[src/rtl/arith_pkg.sv]
// Shared types and width/extension helpers for the operand accumulator.
// Combinational helpers only; no latency or backpressure of their own.
package arith_pkg;

  typedef enum logic {ACCUM = 1'b0, DONE = 1'b1} acc_state_t;

  localparam int MAX_W = 64;

  function automatic int sum_width(input int width, input int num_ops, input bit signed_mode);
    return width + $clog2(num_ops) + (signed_mode ? 1 : 0);
  endfunction

  // Extends the low 'width' bits of value to sum_w bits; bits at and above sum_w are zero.
  function automatic logic [MAX_W-1:0] ext_to(input int sum_w, input int width,
                                              input logic [MAX_W-1:0] value,
                                              input bit signed_mode);
    logic [MAX_W-1:0] r;
    r = '0;
    for (int i = 0; i < MAX_W; i++) begin
      if (i < sum_w) r[i] = (i < width) ? value[i] : (signed_mode & value[width-1]);
    end
    return r;
  endfunction

endpackage

[src/rtl/multi_operand_accumulator.sv]
// Sums NUM_OPS operands taken over valid/ready, then holds the result with done high until clear.
// Latency: sum updates 1 cycle after accept; in_ready drops once the last operand lands, inputs ignored in DONE.
module multi_operand_accumulator
  import arith_pkg::*;
#(
  parameter int WIDTH   = 4,
  parameter int NUM_OPS = 5,
  parameter int SIGNED  = 0,
  parameter int SUM_W   = sum_width(WIDTH, NUM_OPS, SIGNED != 0),
  parameter int CNT_W   = $clog2(NUM_OPS + 1)
) (
  input  logic             clk,
  input  logic             rst_n,
  input  logic             clear,
  input  logic             in_valid,
  input  logic [WIDTH-1:0] in_data,
  output logic             in_ready,
  output logic [SUM_W-1:0] sum,
  output logic [CNT_W-1:0] count,
  output logic             done
);

  localparam logic [CNT_W-1:0] LAST_IDX = CNT_W'(NUM_OPS - 1);

  acc_state_t       state;
  logic [MAX_W-1:0] din_w;
  logic [MAX_W-1:0] ext_w;
  logic [SUM_W-1:0] operand;
  logic             accept;
  logic             unused_ext_hi;

  assign din_w         = MAX_W'(in_data);
  assign ext_w         = ext_to(SUM_W, WIDTH, din_w, SIGNED != 0);
  assign operand       = ext_w[SUM_W-1:0];
  assign unused_ext_hi = ^ext_w[MAX_W-1:SUM_W];
  assign accept        = (state == ACCUM) && in_valid;

  // clear takes priority over an accept in the same cycle, so that operand is dropped.
  always_ff @(posedge clk) begin
    if (!rst_n || clear) begin
      state    <= ACCUM;
      sum      <= '0;
      count    <= '0;
      done     <= 1'b0;
      in_ready <= 1'b1;
    end else if (accept) begin
      sum   <= sum + operand;
      count <= count + 1'b1;
      if (count == LAST_IDX) begin
        state    <= DONE;
        done     <= 1'b1;
        in_ready <= 1'b0;
      end
    end
  end

endmodule
[config.mk]
export PLATFORM = sky130hd
export DESIGN_NAME = multi_operand_accumulator
export DESIGN_NICKNAME = d
export VERILOG_FILES = /design/src/rtl/arith_pkg.sv /design/src/rtl/multi_operand_accumulator.sv
export SDC_FILE = /design/constraint.sdc
export NUM_CORES = 1
export LEC_CHECK = 0
export ABC_AREA = 1
export CAP_MARGIN = 15
export CORE_UTILIZATION = 45
export DETAILED_ROUTE_END_ITERATION = 8
export MAX_ROUTING_LAYER = met4
export PLACE_DENSITY = 0.77
export SLEW_MARGIN = 20
export SYNTH_ARGS = -nofsm -noshare
export SYNTH_HDL_FRONTEND = slang
export SYNTH_SLANG_ARGS = --single-unit
[constraint.sdc]
create_clock -name clk -period 2 [get_ports clk]
set_input_delay 0.6 -clock clk [delete_from_list [all_inputs] [get_ports clk]]
set_output_delay 0.6 -clock clk [all_outputs]
set_load 0.01 [all_outputs]
=== After elaboration in Yosys (flattened, before gate mapping) ===
Index checks and enable logic that the tools add are counted.

* Logic and storage cells: 12
* Register bits after elaboration: 12
* Input port bits: 8

* Bitwise gates (word level): 1
* Add/subtract/negate cells: 2
* Reductions and logical operators: 4
* Equality and inequality tests: 1

{| class="wikitable"
|+ Operators with widths
! kind !! count
|-
| 7-bit by 4-bit adder with 7-bit output || 1
|-
| 3-bit by 1-bit adder with 3-bit output, second input constant || 1
|-
| 3-bit == test, second input constant || 1
|-
| 2-bit AND reduction || 1
|-
| 1-bit logical AND || 1
|-
| 1-bit zero test || 1
|-
| 1-bit logical OR || 1
|-
| 1-bit NOT || 1
|}

=== Logic depth before layout (Yosys ltp) ===
* Word-level depth: 3
* Mapped depth: 8

=== Worst setup path after synthesis ===
OpenSTA, ideal clock, no wires.

* Path kind: input port to flip-flop
* Start point: in in_data[0]
* End point: reg sum[6]
* Setup time: 0.115 ns
* Buffers on the path: 0
* Arrival: 1.566 ns
* Required time: 1.885 ns
* Stages on the path: 7
* Path slack: 0.319 ns
* Cell sequence: ha_1 inv_1 fa_1 o21ai_4 nand3_1 nand2_1 nor2_1

* Word-level cells in the longest chain between the ends: 1

{| class="wikitable"
|+ Ends and longest elaborated chain
! what !! line !! text
|-
| start: declaration || multi_operand_accumulator.sv:16 || <nowiki>input logic [WIDTH-1:0] in_data,</nowiki>
|-
| 7-bit by 4-bit adder with 7-bit output || multi_operand_accumulator.sv:47 || <nowiki>sum <= sum + operand;</nowiki>
|-
| end signal: assignment || multi_operand_accumulator.sv:47 ||
|-
| end: declaration || multi_operand_accumulator.sv:18 || <nowiki>output logic [SUM_W-1:0] sum,</nowiki>
|}

Every way passes these cells.
A chain may end at the register's enable or synchronous reset.

=== Final worst setup path ===
Ends and elaborated chain as after synthesis.

==> impl_metrics.toml <==
[placement]
detailed_place_hpwl_um = 1010
io_buffers = 19
dpl_worst_slack_ns = -0.240
gp_congestion = 0.706
dp.cells = 121

[timing]
rsz0062_at_grt = "no"
fin_setup_tns_ns = 0
fin_ws_ns = 0.114
skew_ns = 0.00203
max_clock_freq_mhz = 530
drv_slew = 0
max_slew.worst_pin.slew_ns = 0.194
final_hold_viol_count = 0
fin_crit_sh_pct = 94.3
maxSlewHeadroom_pct = 87.0
setup_violations = 0
fin_crit_ns = 1.89

[cts]
postCtsSetupBuffers = 0
clock_sinks = 12
root_buffer = "clkbuf_4"
cts_hold_buf = 0
path_clk_slew_ns = 0.08
clock_path_buffers = 2
htree_levels = 1
cts_buffers = 3
clkLatencyLatePin_ns = 0.27
cts-resized-gates = 0
cts_tree = "built"

[synth]
syn_area_um2 = 684
syn_area_per_cell_um2 = 7.78
syn_nets = 103
synth_top_area_cell = "dfxtp_1"
ys_seq_area_share_pct = 35.1
synthCells = 88
synth_area_leaders = "dfxtp_1 35%, ha_1 11%, nand2_1 8.8%, inv_1 7.1%, a21oi_1 5.1%"
synth_top_cell_area_share_pct = 35.1
synth.distinct_cells = 22
ys_ff_latch = 12
synth_warnings = 0

[grt]
overflow = 0
grt_antenna_before_repair = 0
grtUsageTotal_pct = 19.4
grt_pass1_wl_um = 2040
grt_max_degree = 13
first_global_vias = 506

[critical_path]
cp.required_ns = 2.17
end_kind = "register"
critPathLaunchType = "input pin"
worst-r2r-setup-slack_ns = 0.54
crit_type = "input pin to register"
arrival_ns = 2.05
path_max_fanout = 4

[power_and_ir_drop]
ir_drop_mv = 0.388
p_per_area_nw_per_um2 = 581
finalPower_uw = 535
power_switching_uw = 134
p_comb_share_pct = 17.0
clkPwrFrac_pct = 36.2
intPower_uw = 400
p_leak_nw = 0.395
power_frac_seq_pct = 46.8
netSwitchingFraction_pct = 25.1

[routing]
routedWlPerCell_um = 10.5
highest_layer = "met4"
wl_met1_um = 637
via_per_inst = 4.69
wl_met3_um = 56
drtIter0Drc = 13
route.met2.wl_um = 607
drt_wl_total_um = 1310
vias = 586
antenna_left = 0
firstDrtPassIters = 4
drc = 0

[floorplan]
fp.dieH_um = 41
start_util_pct = 50.7
core_um2 = 1350
dieArea_um2 = 1680
fp.dieW_um = 41
ios = 20
rows = 13

[layout]
fin_util_pct = 68.2
antenna_cells = 0
layout-drive-gt1-share_pct = 13.6
final_cell_mix = "19 x clkdlybuf4s50_1, 16 x nand2_1, 13 x inv_1"
fillers = 113
area_growth_pct = 34.6
instances_no_fill = 125
mostFrequentLayoutCell = "clkdlybuf4s50_1"
fin_nets = 126

[run]
maxCapViolations = 0

[status]
status = "finished, final reports clean"

[min_path]
hp-class = "register to register"
path summary, 6_finish.rpt:
kind | startpoint | end | cells after the start
max | in_data[0] | sum[6] | 8
min | in_ready | in_ready | 2
max reg2reg | sum[0] | sum[6] | 7
min reg2reg | in_ready | in_ready | 2
metal layers:
layer | up-vias | track usage, %
met4 | 0 | 10.0
met3 | 2 | 3.26
met1 | 246 | 22.7
met2 | 14 | 31.6
li1 | 324 | -
met5 | - | -
layout make-up:
type | count | area (um2) | area share, %
Clock buffer | 4 | 36.3 | 3.94
Tap cell | 15 | 18.8 | 2.04
Timing Repair Buffer | 20 | 198 | 21.5
Multi-Input combinational cell | 59 | 372 | 40.4
Inverter | 15 | 56.3 | 6.11
Sequential cell | 12 | 240 | 26.1
state kept, by name, summed over array words and instances (netlist names):
signal / flops
sum: 7
count: 3
in_ready: 1
state: 1
cells by family (layout without fill, tap and decap cells):
kind of cell	count (synthesis)	after routing	synth area share, %
xor+xnor	1	1	1.28
fa+ha+maj	7	7	13.9
simple gates	35	35	24.0
buf+inv	17	39	11.0
flops	12	12	35.1
compound gates	16	16	14.8
power groups by stage:
| stage | clock network (mW) | registers, mW | logic [mW] |
|---|---|---|---|
| finish | 0.194 | 0.250 | 0.0910 |
| global route | 0.211 | 0.251 | 0.103 |
| CTS | 0.202 | 0.250 | 0.0910 |
| detailed placement | 0 | 0.256 | 0.0906 |
| global placement | 0 | 0.256 | 0.0888 |
| floorplan | 0 | 0.258 | 0.0539 |
stage by stage:
stage | instance area, um2 | hold WS [ns]
final | 921 | 0.451
after global routing | 921 | 0.496
after CTS | 918 | 0.459
after detailed placement | 882 | 0.444
after global placement | 882 | 0.430
after floorplan | 684 | 0.470
cell usage after synthesis:
master	n
fa_1	1
o21ai_4	1
nand2_2	1
dfxtp_1	12
nand3b_1	1
buf_6	1
o21ai_1	4
a21oi_1	7
nand3_1	6
inv_1	13
inv_2	2
nor2_2	1
o21ai_0	1
ha_1	6
a21oi_2	2
nor3b_2	1
nor2_1	8
xor2_1	1
nand2_4	1
nand2_1	16
buf_4	1
o21a_1	1
worst max-delay path: stages:
cell and delay, ns:
clkdlybuf4s50_1 0.46, ha_1 0.17, inv_1 0.06, fa_2 0.37, o21ai_4 0.19, nand3_1 0.10, nand2_1 0.07, nor2_1 0.04
Note: power is estimated with default switching activity, not from simulation.
==> RTL change (same settings) <==
Register the output `count` once more; this adds one clock of latency there. The other outputs are not delayed to match.
--- a/src/rtl/multi_operand_accumulator.sv
+++ b/src/rtl/multi_operand_accumulator.sv
@@ -23,4 +23,6 @@
   localparam logic [CNT_W-1:0] LAST_IDX = CNT_W'(NUM_OPS - 1);
 
+  logic [CNT_W-1:0] count_s0;
+
   acc_state_t       state;
   logic [MAX_W-1:0] din_w;
@@ -41,11 +43,11 @@
       state    <= ACCUM;
       sum      <= '0;
-      count    <= '0;
+      count_s0 <= '0;
       done     <= 1'b0;
       in_ready <= 1'b1;
     end else if (accept) begin
       sum   <= sum + operand;
-      count <= count + 1'b1;
-      if (count == LAST_IDX) begin
+      count_s0 <= count_s0 + 1'b1;
+      if (count_s0 == LAST_IDX) begin
         state    <= DONE;
         done     <= 1'b1;
@@ -55,3 +57,7 @@
   end
 
+  always_ff @(posedge clk) begin
+    count <= count_s0;
+  end
+
 endmodule
Function: changed (Yosys sat finds a counterexample within 4 cycles, from zero or initial values).
==> RTL change against the unedited design <==
Power grew 7.1%; fmax up 2.4%; sequential cell count rose by 3; setup slack improved by 44 ps; core utilization down 4.3 points; wire length is 3.1% higher; largest cell class unchanged; clock skew increased by 0.58 ps; sequential power increased by 25%; final area increased by 4.6%; area after synthesis is 6.6% higher; critical path depth unchanged.
==> RTL change: results (changes against the unedited design) <==
Outcome
  – Status: completed (unchanged)

Global route
  – Met1 usage in global routing: 21.8% (was 22.7%)
  – GRT met2 Usage: 28.3% (was 31.6%)
  – First-pass GRT wire length: 2.30 mm (was 2.04 mm)
  – Tot GR Track Use: 17.8% (was 19.4%)
  – GR Layer Usage met3: 2.59% (was 3.26%)

Hold path
  – Hold WC Path Type: reg2reg (unchanged)
  – Hold EP: count[0]$_DFF_P_ (was in_ready$_SDFFE_PP1P_)
  – Hold Crit Start: count_s0[0]$_SDFFE_PP0P_ (was in_ready$_SDFFE_PP1P_)

Timing
  – Setup slack after layout: 157 ps (was 114 ps)
  – Worst hold slack: 378 ps (was 451 ps)
  – Clock Skew: 2.61 ps (was 2.03 ps)

Detailed routing
  – Met1 wire length: 618 um (was 637 um)
  – DR iter-0 viols: 14 (was 13)
  – Met2 WL: 662 um (was 607 um)
  – Via density: 4.71 (was 4.69)
  – Drt total wl: 1.35 mm (was 1.31 mm)
  – DR WL met3: 57 um (was 56 um)

Power
  – Static leakage: 0.416 nW (was 0.395 nW)
  – Internal power: 0.425 mW (was 0.400 mW)
  – Worst VDD drop: 0.000429 V (was 0.000388 V)

Final layout
  – Regs by FF count: sum (7), count (3), count_s0 (3) (was sum (7), count (3))
  – Post-Layout Cell Count: 130 (was 125)
  – Fill cells: 134 (was 113)
  – Layout cells sized above 1: 12.3% (was 13.6%)
  – Register area: 300 um^2 (was 240 um^2)

Synth
  – Unique cell type count in the Yosys netlist: 19 (was 22)
  – Sequential share of the synthesized area: 41.2% (was 35.1%)
  – Syn_nets: 106 (was 103)
  – Syn Inst Count: 91 (was 88)
  – Synth top area cells: dfxtp_1, ha_1, nand2_1 (unchanged)
  – Post-synth top cells: nand2_1, dfxtp_1, inv_1, a21oi_1, nor2_1 (was nand2_1, inv_1, dfxtp_1, nor2_1, a21oi_1)

Placed design
  – RD Place Congestion: 0.701 (was 0.706)
  – DPL Wire Length: 996 um (was 1.01 mm)
  – Dpl cell area: 933 um^2 (was 882 um^2)
  – Place WS: -221 ps (was -240 ps)
  – Port bufs: 19 (unchanged)

Clocking
  – Clk slew on worst S/H paths: 90 ps

Critical path
  – Critical path launch point: in_data[0] (unchanged)
  – Top delay family on crit path: buffers and inverters (was adder cells)
  – Crit path arrival time: 2020 ps (was 2050 ps)

Run
  – Max-cap viol count: 0 (unchanged)
==> RTL change: kinds of logic after synthesis <==
family | share of synthesized area, %
AO/OA/AOI/OAI | 11.8
AND/OR/NAND/NOR | 22.1
flip-flops | 41.2
XOR/XNOR | 1.20
buffers and inverters | 10.6
adder cells (fa/ha/maj) | 13.0
==> RTL change: cell type report <==
class | count | area share [%]
Clock inverter | 1 | 0.519
Tap cell | 16 | 2.08
Inverter | 15 | 5.84
Clock buffer | 3 | 2.34
Timing Repair Buffer | 21 | 21.3
Sequential cell | 15 | 31.2
Multi-Input combinational cell | 59 | 36.8
==> RTL change: power by group through the flow <==
stage	Sequential (mW)	Clock [mW]	Combinational (mW)
final	0.312	0.173	0.0871
after global routing	0.314	0.191	0.0983
after CTS	0.312	0.185	0.0876
after detailed placement	0.319	0	0.0869
after global placement	0.319	0	0.0854
after floorplan	0.321	0	0.0496
==> RTL change: timing repair <==
item / in CTS / in global routing
setup endpoints to repair: 0 / 2
resized for setup: 0 / 1
hold buffers: 0 / 0
